File: src/rtl/async_fifo_pkg.sv
// Shared widths and types for the single-clock byte FIFO.
package async_fifo_pkg;
    localparam int DATA_W_DEF = 8;
    localparam int ADDR_W_DEF = 3;
    localparam int DEPTH_DEF  = 1 << ADDR_W_DEF;

    typedef logic [ADDR_W_DEF:0]   ptr_t;
    typedef logic [DATA_W_DEF-1:0] data_t;
endpackage

File: src/rtl/async_fifo_mem.sv
// DEPTH x DATA_W register array: one synchronous write port, one registered read port.
module fifo_mem
    import async_fifo_pkg::*;
#(
    parameter int DATA_W = DATA_W_DEF,
    parameter int ADDR_W = ADDR_W_DEF
) (
    input  logic              clk,
    input  logic              rst,
    input  logic              we,
    input  logic [ADDR_W-1:0] waddr,
    input  logic [DATA_W-1:0] wdata,
    input  logic              re,
    input  logic [ADDR_W-1:0] raddr,
    output logic [DATA_W-1:0] rdata
);
    localparam int DEPTH = 1 << ADDR_W;

    logic [DATA_W-1:0] mem_q [DEPTH];
    logic [DATA_W-1:0] rdata_q;

    // Storage is deliberately left out of reset; only the output register clears.
    always_ff @(posedge clk) begin
        if (we) mem_q[waddr] <= wdata;
    end

    always_ff @(posedge clk) begin
        if (rst)     rdata_q <= '0;
        else if (re) rdata_q <= mem_q[raddr];
    end

    assign rdata = rdata_q;
endmodule

File: src/rtl/async_fifo.sv
// Single-clock 8-entry byte FIFO with registered read data and full/empty flags.
// Define ASYNC_FIFO_STATUS_EN to add level/overflow/underflow status outputs.
module async_fifo
    import async_fifo_pkg::*;
#(
    parameter int DATA_W = DATA_W_DEF,
    parameter int ADDR_W = ADDR_W_DEF
) (
    input  logic              clk,
    input  logic              rst,
    input  logic              w_en,
    input  logic [DATA_W-1:0] w_data,
    input  logic              r_en,
    output logic [DATA_W-1:0] r_data,
    output logic              empty,
    output logic              full
`ifdef ASYNC_FIFO_STATUS_EN
    ,
    output logic [ADDR_W:0]   level,
    output logic              overflow,
    output logic              underflow
`endif
);
    logic [ADDR_W:0] wptr_q, wptr_d, rptr_q, rptr_d;
    logic            empty_q, empty_d, full_q, full_d;
    logic            wr_acc, rd_acc;

    // Acceptance looks at the flags as they stand before this edge.
    assign wr_acc = w_en & ~full_q  & ~rst;
    assign rd_acc = r_en & ~empty_q & ~rst;

    always_comb begin
        wptr_d  = wptr_q + {{ADDR_W{1'b0}}, wr_acc};
        rptr_d  = rptr_q + {{ADDR_W{1'b0}}, rd_acc};
        empty_d = (wptr_d == rptr_d);
        full_d  = (wptr_d[ADDR_W-1:0] == rptr_d[ADDR_W-1:0]) &&
                  (wptr_d[ADDR_W] != rptr_d[ADDR_W]);
    end

    always_ff @(posedge clk) begin
        if (rst) begin
            wptr_q  <= '0;
            rptr_q  <= '0;
            empty_q <= 1'b1;
            full_q  <= 1'b0;
        end else begin
            wptr_q  <= wptr_d;
            rptr_q  <= rptr_d;
            empty_q <= empty_d;
            full_q  <= full_d;
        end
    end

    fifo_mem #(.DATA_W(DATA_W), .ADDR_W(ADDR_W)) u_mem (
        .clk   (clk),
        .rst   (rst),
        .we    (wr_acc),
        .waddr (wptr_q[ADDR_W-1:0]),
        .wdata (w_data),
        .re    (rd_acc),
        .raddr (rptr_q[ADDR_W-1:0]),
        .rdata (r_data)
    );

    assign empty = empty_q;
    assign full  = full_q;

`ifdef ASYNC_FIFO_STATUS_EN
    logic ovf_q, udf_q;

    always_ff @(posedge clk) begin
        if (rst) begin
            ovf_q <= 1'b0;
            udf_q <= 1'b0;
        end else begin
            if (w_en && full_q)  ovf_q <= 1'b1;
            if (r_en && empty_q) udf_q <= 1'b1;
        end
    end

    assign level     = wptr_q - rptr_q;
    assign overflow  = ovf_q;
    assign underflow = udf_q;
`endif
endmodule

File: config.mk
export PLATFORM = sky130hd
export DESIGN_NAME = async_fifo
export DESIGN_NICKNAME = d
export VERILOG_FILES = /design/src/rtl/async_fifo_pkg.sv /design/src/rtl/async_fifo_mem.sv /design/src/rtl/async_fifo.sv
export SDC_FILE = /design/constraint.sdc
export NUM_CORES = 1
export LEC_CHECK = 0
export CORE_ASPECT_RATIO = 0.5
export CORE_UTILIZATION = 30
export DETAILED_ROUTE_END_ITERATION = 12
export PLACE_DENSITY_LB_ADDON = 0.08
export SETUP_SLACK_MARGIN = 0.4
export SYNTH_ARGS = -nofsm -noshare
export SYNTH_HDL_FRONTEND = slang
export SYNTH_SLANG_ARGS = --single-unit
File: constraint.sdc
create_clock -name clk -period 3.6 [get_ports clk]
set_clock_uncertainty 0.15 [all_clocks]
set_input_delay 1.08 -clock clk [delete_from_list [all_inputs] [get_ports clk]]
set_output_delay 1.08 -clock clk [all_outputs]
set_load 0.005 [all_outputs]
==> metrics.md <==
| Metric | Value |
|---|---|
| Highest routed layer | `met4` |
| Clock network power share | `44.2%` |
| Buffers on Ports | `21` |
| Layout-stage area growth over the synthesis result | `20.9%` |
| Buffers inserted by post-CTS timing repair | `0` |
| Drt via density | `4.61` |
| DR DRC count | `0` |
| Count of final max-slew check failures | `0` |
| Power share of the sequential group | `50.2%` |
| Post-layout min period | `2.78 ns` |
| Top fanout value on the critical path | `19` |
| Leftover overflow at the end of global routing | `0` |
| RSZ-0062 raised after global routing | `no` |
| Worst hold path type | `register to register` |
| Ratio of total power to cell area | `528 mW/mm^2` |
| # rows | `26` |
| Antenna Violating Nets Remaining | `0` |
| Worst EP arrival | `2.89 ns` |
| Top Ports | `22` |
| Static leakage power | `1.26 nW` |
| Area occupied by multi-input gates | `895 um^2` |
| Share of final-layout standard cells stronger than drive strength 1 | `15.6%` |
| Share of flip-flops with an asynchronous set or reset after synthesis | `0%` |
| Main flop type after synthesis | `edfxtp_1` |
| Setup TNS Final | `0 ns` |
| Post-synth top cells | `edfxtp_1, mux2i_1, nor2_1` |
| Filler cell count in the final layout | `976` |
| Final weighted congestion in routability-driven placement | `0.687` |
| Critical path's top delay family | `buffers and inverters` |
| Longest individual stage delay on the worst path | `0.47 ns` |
| Worst slew pin tran | `0.779 ns` |
| Total global-route track usage | `13.5%` |
| Net load switching power | `0.000456 W` |
| CTS tree | `done` |
| Total buffers and inverters traversed by the critical path | `2` |
| Clock latency of the later-clocked register in the worst-skew pair | `0.33 ns` |
| Met3 WL | `478 um` |
| Diodes inserted | `0` |
| Net count of the mapped netlist | `227` |
| Area share of the leading cell type in the synthesized netlist | `58.6%` |
| CTS buffer count | `9` |
| Dominant cells by area after synthesis | `edfxtp_1, dfxtp_1, mux2i_1` |
| Total Wirelength | `7000 um` |
| CP Data Required Time | `3.71 ns` |
| Number of enable-type register cells in the synthesized netlist | `64` |
| Deepest clock path buffer count | `2` |
| Worst Setup Path Type | `input port to register` |
| Post-route cell area | `0.00396 mm^2` |
| Period utilization | `77.2%` |
| Number of hold-slack violations in the final timing report | `0` |
| Cell internal pwr | `0.00164 W` |
| Number of maximum-capacitance violations | `0` |
| Combined area of all synthesized cells | `0.00328 mm^2` |
| Number of levels in the clock H-tree | `3` |
| F_max | `0.360 GHz` |
| Cell chain of the critical path | `clkdlybuf4s50_1 -> buf_4 -> nor2_1 -> ha_1 -> ha_1 -> xnor2_1 -> xnor2_1 -> nand3_1 -> nor3_1` |
| Switching fraction of total power | `21.8%` |
| Cells after DPL | `374` |
| Die X | `150 um` |
| Combinational Power Share | `5.6%` |
| Area leader, netlist | `edfxtp_1` |
| Flip-flop and latch count after synthesis | `82` |
| Mapped Avg Cell Area | `15.5 um^2` |
| Crit path launch type | `input port` |
| CTS Root Cell | `clkbuf_16` |
| Number of warnings issued by yosys | `0` |
| Post-Layout Cell Count | `390` |
| Distinct cell type count after synthesis | `26` |
| Estimated wirelength of the detail-placed design | `4850 um` |
| Met2 WL post-DR | `2960 um` |
| Post-CTS Resized | `0` |
| Placed inst area | `0.00366 mm^2` |
| Final setup violation count | `0` |
| Largest net degree at the start of global routing | `25` |
| Library cell with the highest instance count after synthesis | `edfxtp_1` |
| DIE HEIGHT | `75.9 um` |
| Overall die area | `0.0114 mm^2` |
| Rel. slew slack | `47.9%` |
| Register area share after synthesis | `69.6%` |
| CP max stage cell | `clkdlybuf4s50_1` |
| Clock transition time at the flip-flop clock pins of the worst setup and hold paths | `0.06 ns` |
| Final routed wire length divided by cell count | `18.0 um` |
| Number of vias in the routed layout | `1796` |
| Total Power Consumption | `0.00209 W` |
| Count of mapped cells out of synthesis | `211` |
| Initial core utilization | `31.5%` |
| Storage cell area | `0.00228 mm^2` |
| Met1 Wirelength | `3470 um` |
| Core area | `0.0104 mm^2` |
| Total clock sinks | `82` |
| Detailed-routing iteration count for the pre-antenna-repair pass | `4` |
| First-pass GRT wire length | `10700 um` |
| Initial antenna violation count | `0` |
| Nets@finish | `261` |
| Initial detailed-routing violation count | `152` |
| CP endpoint kind | `register` |
| CTS hold repair buffers | `0` |
| Vias in the first global route | `1777` |
| Outcome | `completed` |
| IR Drop Worst-Case VDD | `0.000255 V` |
## sequential cells by signal, indices dropped and copies added, names as in the netlist
signal       flops
empty            1
full             1
rptr_q           4
u_mem.rdata      8
u_mem.mem_q     64
wptr_q           4
## routing by layer
metal | vias to the layer above | global-route usage, %
met5 | - | 0
met4 | 0 | 4.55
met3 | 10 | 4.46
met2 | 42 | 18.3
met1 | 883 | 20.0
li1 | 861 | -
## metrics by stage
step	setup WS [ns]	hold WS (ns)	util (%)
3_3_place_gp	0.485	0.359	35.2
6_report	0.821	0.366	38.1
3_5_place_dp	0.452	0.356	35.2
2_1_floorplan	0.896	0.337	-
4_1_cts	0.823	0.372	38.1
5_1_grt	0.662	0.393	38.1
## power groups by stage
stage	Clock (W)	Sequential, W	Combinational (W)
floorplan	0	0.00107	0.0000584
CTS	0.000949	0.00105	0.000121
global placement	0	0.00107	0.000119
global route	0.000986	0.00105	0.000131
detailed placement	0	0.00107	0.000120
finish	0.000925	0.00105	0.000118
## cell families after synthesis
| kind of cell | after synthesis | synth area share, % |
|---|---|---|
| flip-flops | 82 | 69.6 |
| AND/OR/NAND/NOR | 49 | 8.44 |
| multiplexers | 32 | 9.77 |
| AO/OA/AOI/OAI | 25 | 5.19 |
| buffers and inverters | 11 | 3.05 |
| XOR/XNOR | 8 | 2.37 |
| adder cells (fa/ha/maj) | 4 | 1.53 |
## cell type report
| class | count | area share [%] |
|---|---|---|
| multi-input cells | 118 | 22.6 |
| well taps | 140 | 4.42 |
| flip-flops and latches | 82 | 57.6 |
| clock inverters | 7 | 1.93 |
| repair buffers | 34 | 7.77 |
| clock buffers | 9 | 5.68 |
## layout by cell type, fill, tap and decap left out, drive strengths merged, types with 7 or more instances in the layout
cell           instances
buf                   13
nor2b                  7
edfxtp                64
clkbuf                 9
a22oi                 16
nor2                  20
mux2i                 32
a21oi                  8
clkdlybuf4s50         21
dfxtp                 18
nor3                  11
## worst min-delay path, delay by kind of cell, from the launching register on
| family | cells | cell delay (ns) |
|---|---|---|
| xor+xnor | 1 | 0.09 |
| flops | 1 | 0.32 |
| simple gates | 1 | 0.07 |
## path summary, 6_finish.rpt
path	start	endpoint	slack, ns	cells past startpoint
worst max-delay path	rst	full	0.82	9
worst min-delay path	wptr_q[3]	wptr_q[3]	0.37	2
worst max register to register	rptr_q[1]	u_mem.rdata[3]	1.47	5
worst min register to register	wptr_q[3]	wptr_q[3]	0.37	2
(Power assumes the default switching activity.)
==> patch (same settings) <==
The option `ASYNC_FIFO_STATUS_EN` is turned on by a define.
--- a/src/rtl/async_fifo.sv
+++ b/src/rtl/async_fifo.sv
@@ -2,2 +2,4 @@
 // Define ASYNC_FIFO_STATUS_EN to add level/overflow/underflow status outputs.
+`define ASYNC_FIFO_STATUS_EN
+
 module async_fifo
Check against the original RTL (old outputs only; new: level, overflow and underflow): equivalent (Yosys induction, for registers that start in step).
==> patch against the original RTL <==
Sequential cell count grew 2; area after synthesis up 6.0%; register-to-register slack gained 0.03 ns; count of clock-buffer cells in the layout unchanged; design area grew 7.2%; routed wire length rose by 7.6%; synthesized cell count increased by 9.5%; core utilization grew 0.14 points; setup slack got worse by 0.18 ns; sequential share of layout area decreased by 2.7 points; fmax shrank 5.9%; die area increased by 5.9%; total power up 4.4%; highest routed layer unchanged.
==> patch: results <==
place:
  place_ws_ns: 0.403
  dp_cells: 403
  place_area_mm2: 0.00391
  place_hpwl_um: 4920
detailed_routing:
  first_iter_violations: 109
  via_per_inst: 4.63
hold_path:
  min_to: "underflow$_SDFFE_PP0P_"
  min_from: "underflow$_SDFFE_PP0P_"
synthesis:
  synth_common_cells: "64 x edfxtp_1, 32 x mux2i_1, 22 x nor2_1"
  syn_nets: 251
setup_path:
  crit-reg2reg-launch: "rptr_q[0]$_SDFF_PP0_"
  crit_start: "rptr_q[1]$_SDFF_PP0_"
  path_delay_family: "flip-flops"
  cp_max_fo: 2
  reg2reg_slack_ns: 1.50
global_routing:
  grt_pass1_vias: 2046
timing:
  min_period_ns: 2.95
layout:
  nets: 290
  drive_above_1_share_pct: 17.1
  num-multi-input-gates: 131
  seq_area_share_pct: 54.9
  n_all_inverters: 5
  final_cell_count_no_fill: 420
status:
  status: "completed"
pwr:
  ir_drop_v: 0.000242
cts:
  clock-sinks: 84
patch: tightest hold or removal path: stages (launching register included):
cell and delay (ns):
dfxtp_1 0.33, a21oi_1 0.04, nor2_1 0.07
patch: power breakdown:
part           leakage (nW)  switching [mW]  internal (mW)  total (mW)
clock                 0.157           0.365          0.604       0.969
combinational         0.492          0.0723         0.0694       0.142
sequential            0.744          0.0123           1.06        1.08
total                  1.39           0.449           1.74        2.19
patch: repair_timing:
item | CTS | global route
setup endpoints to repair | 3 | 1
setup buffers | 0 | 1
resized for setup | 7 | 3
patch: cells by family after synthesis:
logic type	Yosys count
AO/OA/AOI/OAI	29
XOR/XNOR	11
adder cells (fa/ha/maj)	8
buffers and inverters	16
flip-flops	84
multiplexers	32
AND/OR/NAND/NOR	51
patch: metal layers:
layer,share of wire (%),wire [um],GRT usage (%)
met1,51,3880,19.2
met4,1.1,82,4.80
met3,4.2,320,4.80
met2,43,3250,20.2
met5,0,0,0
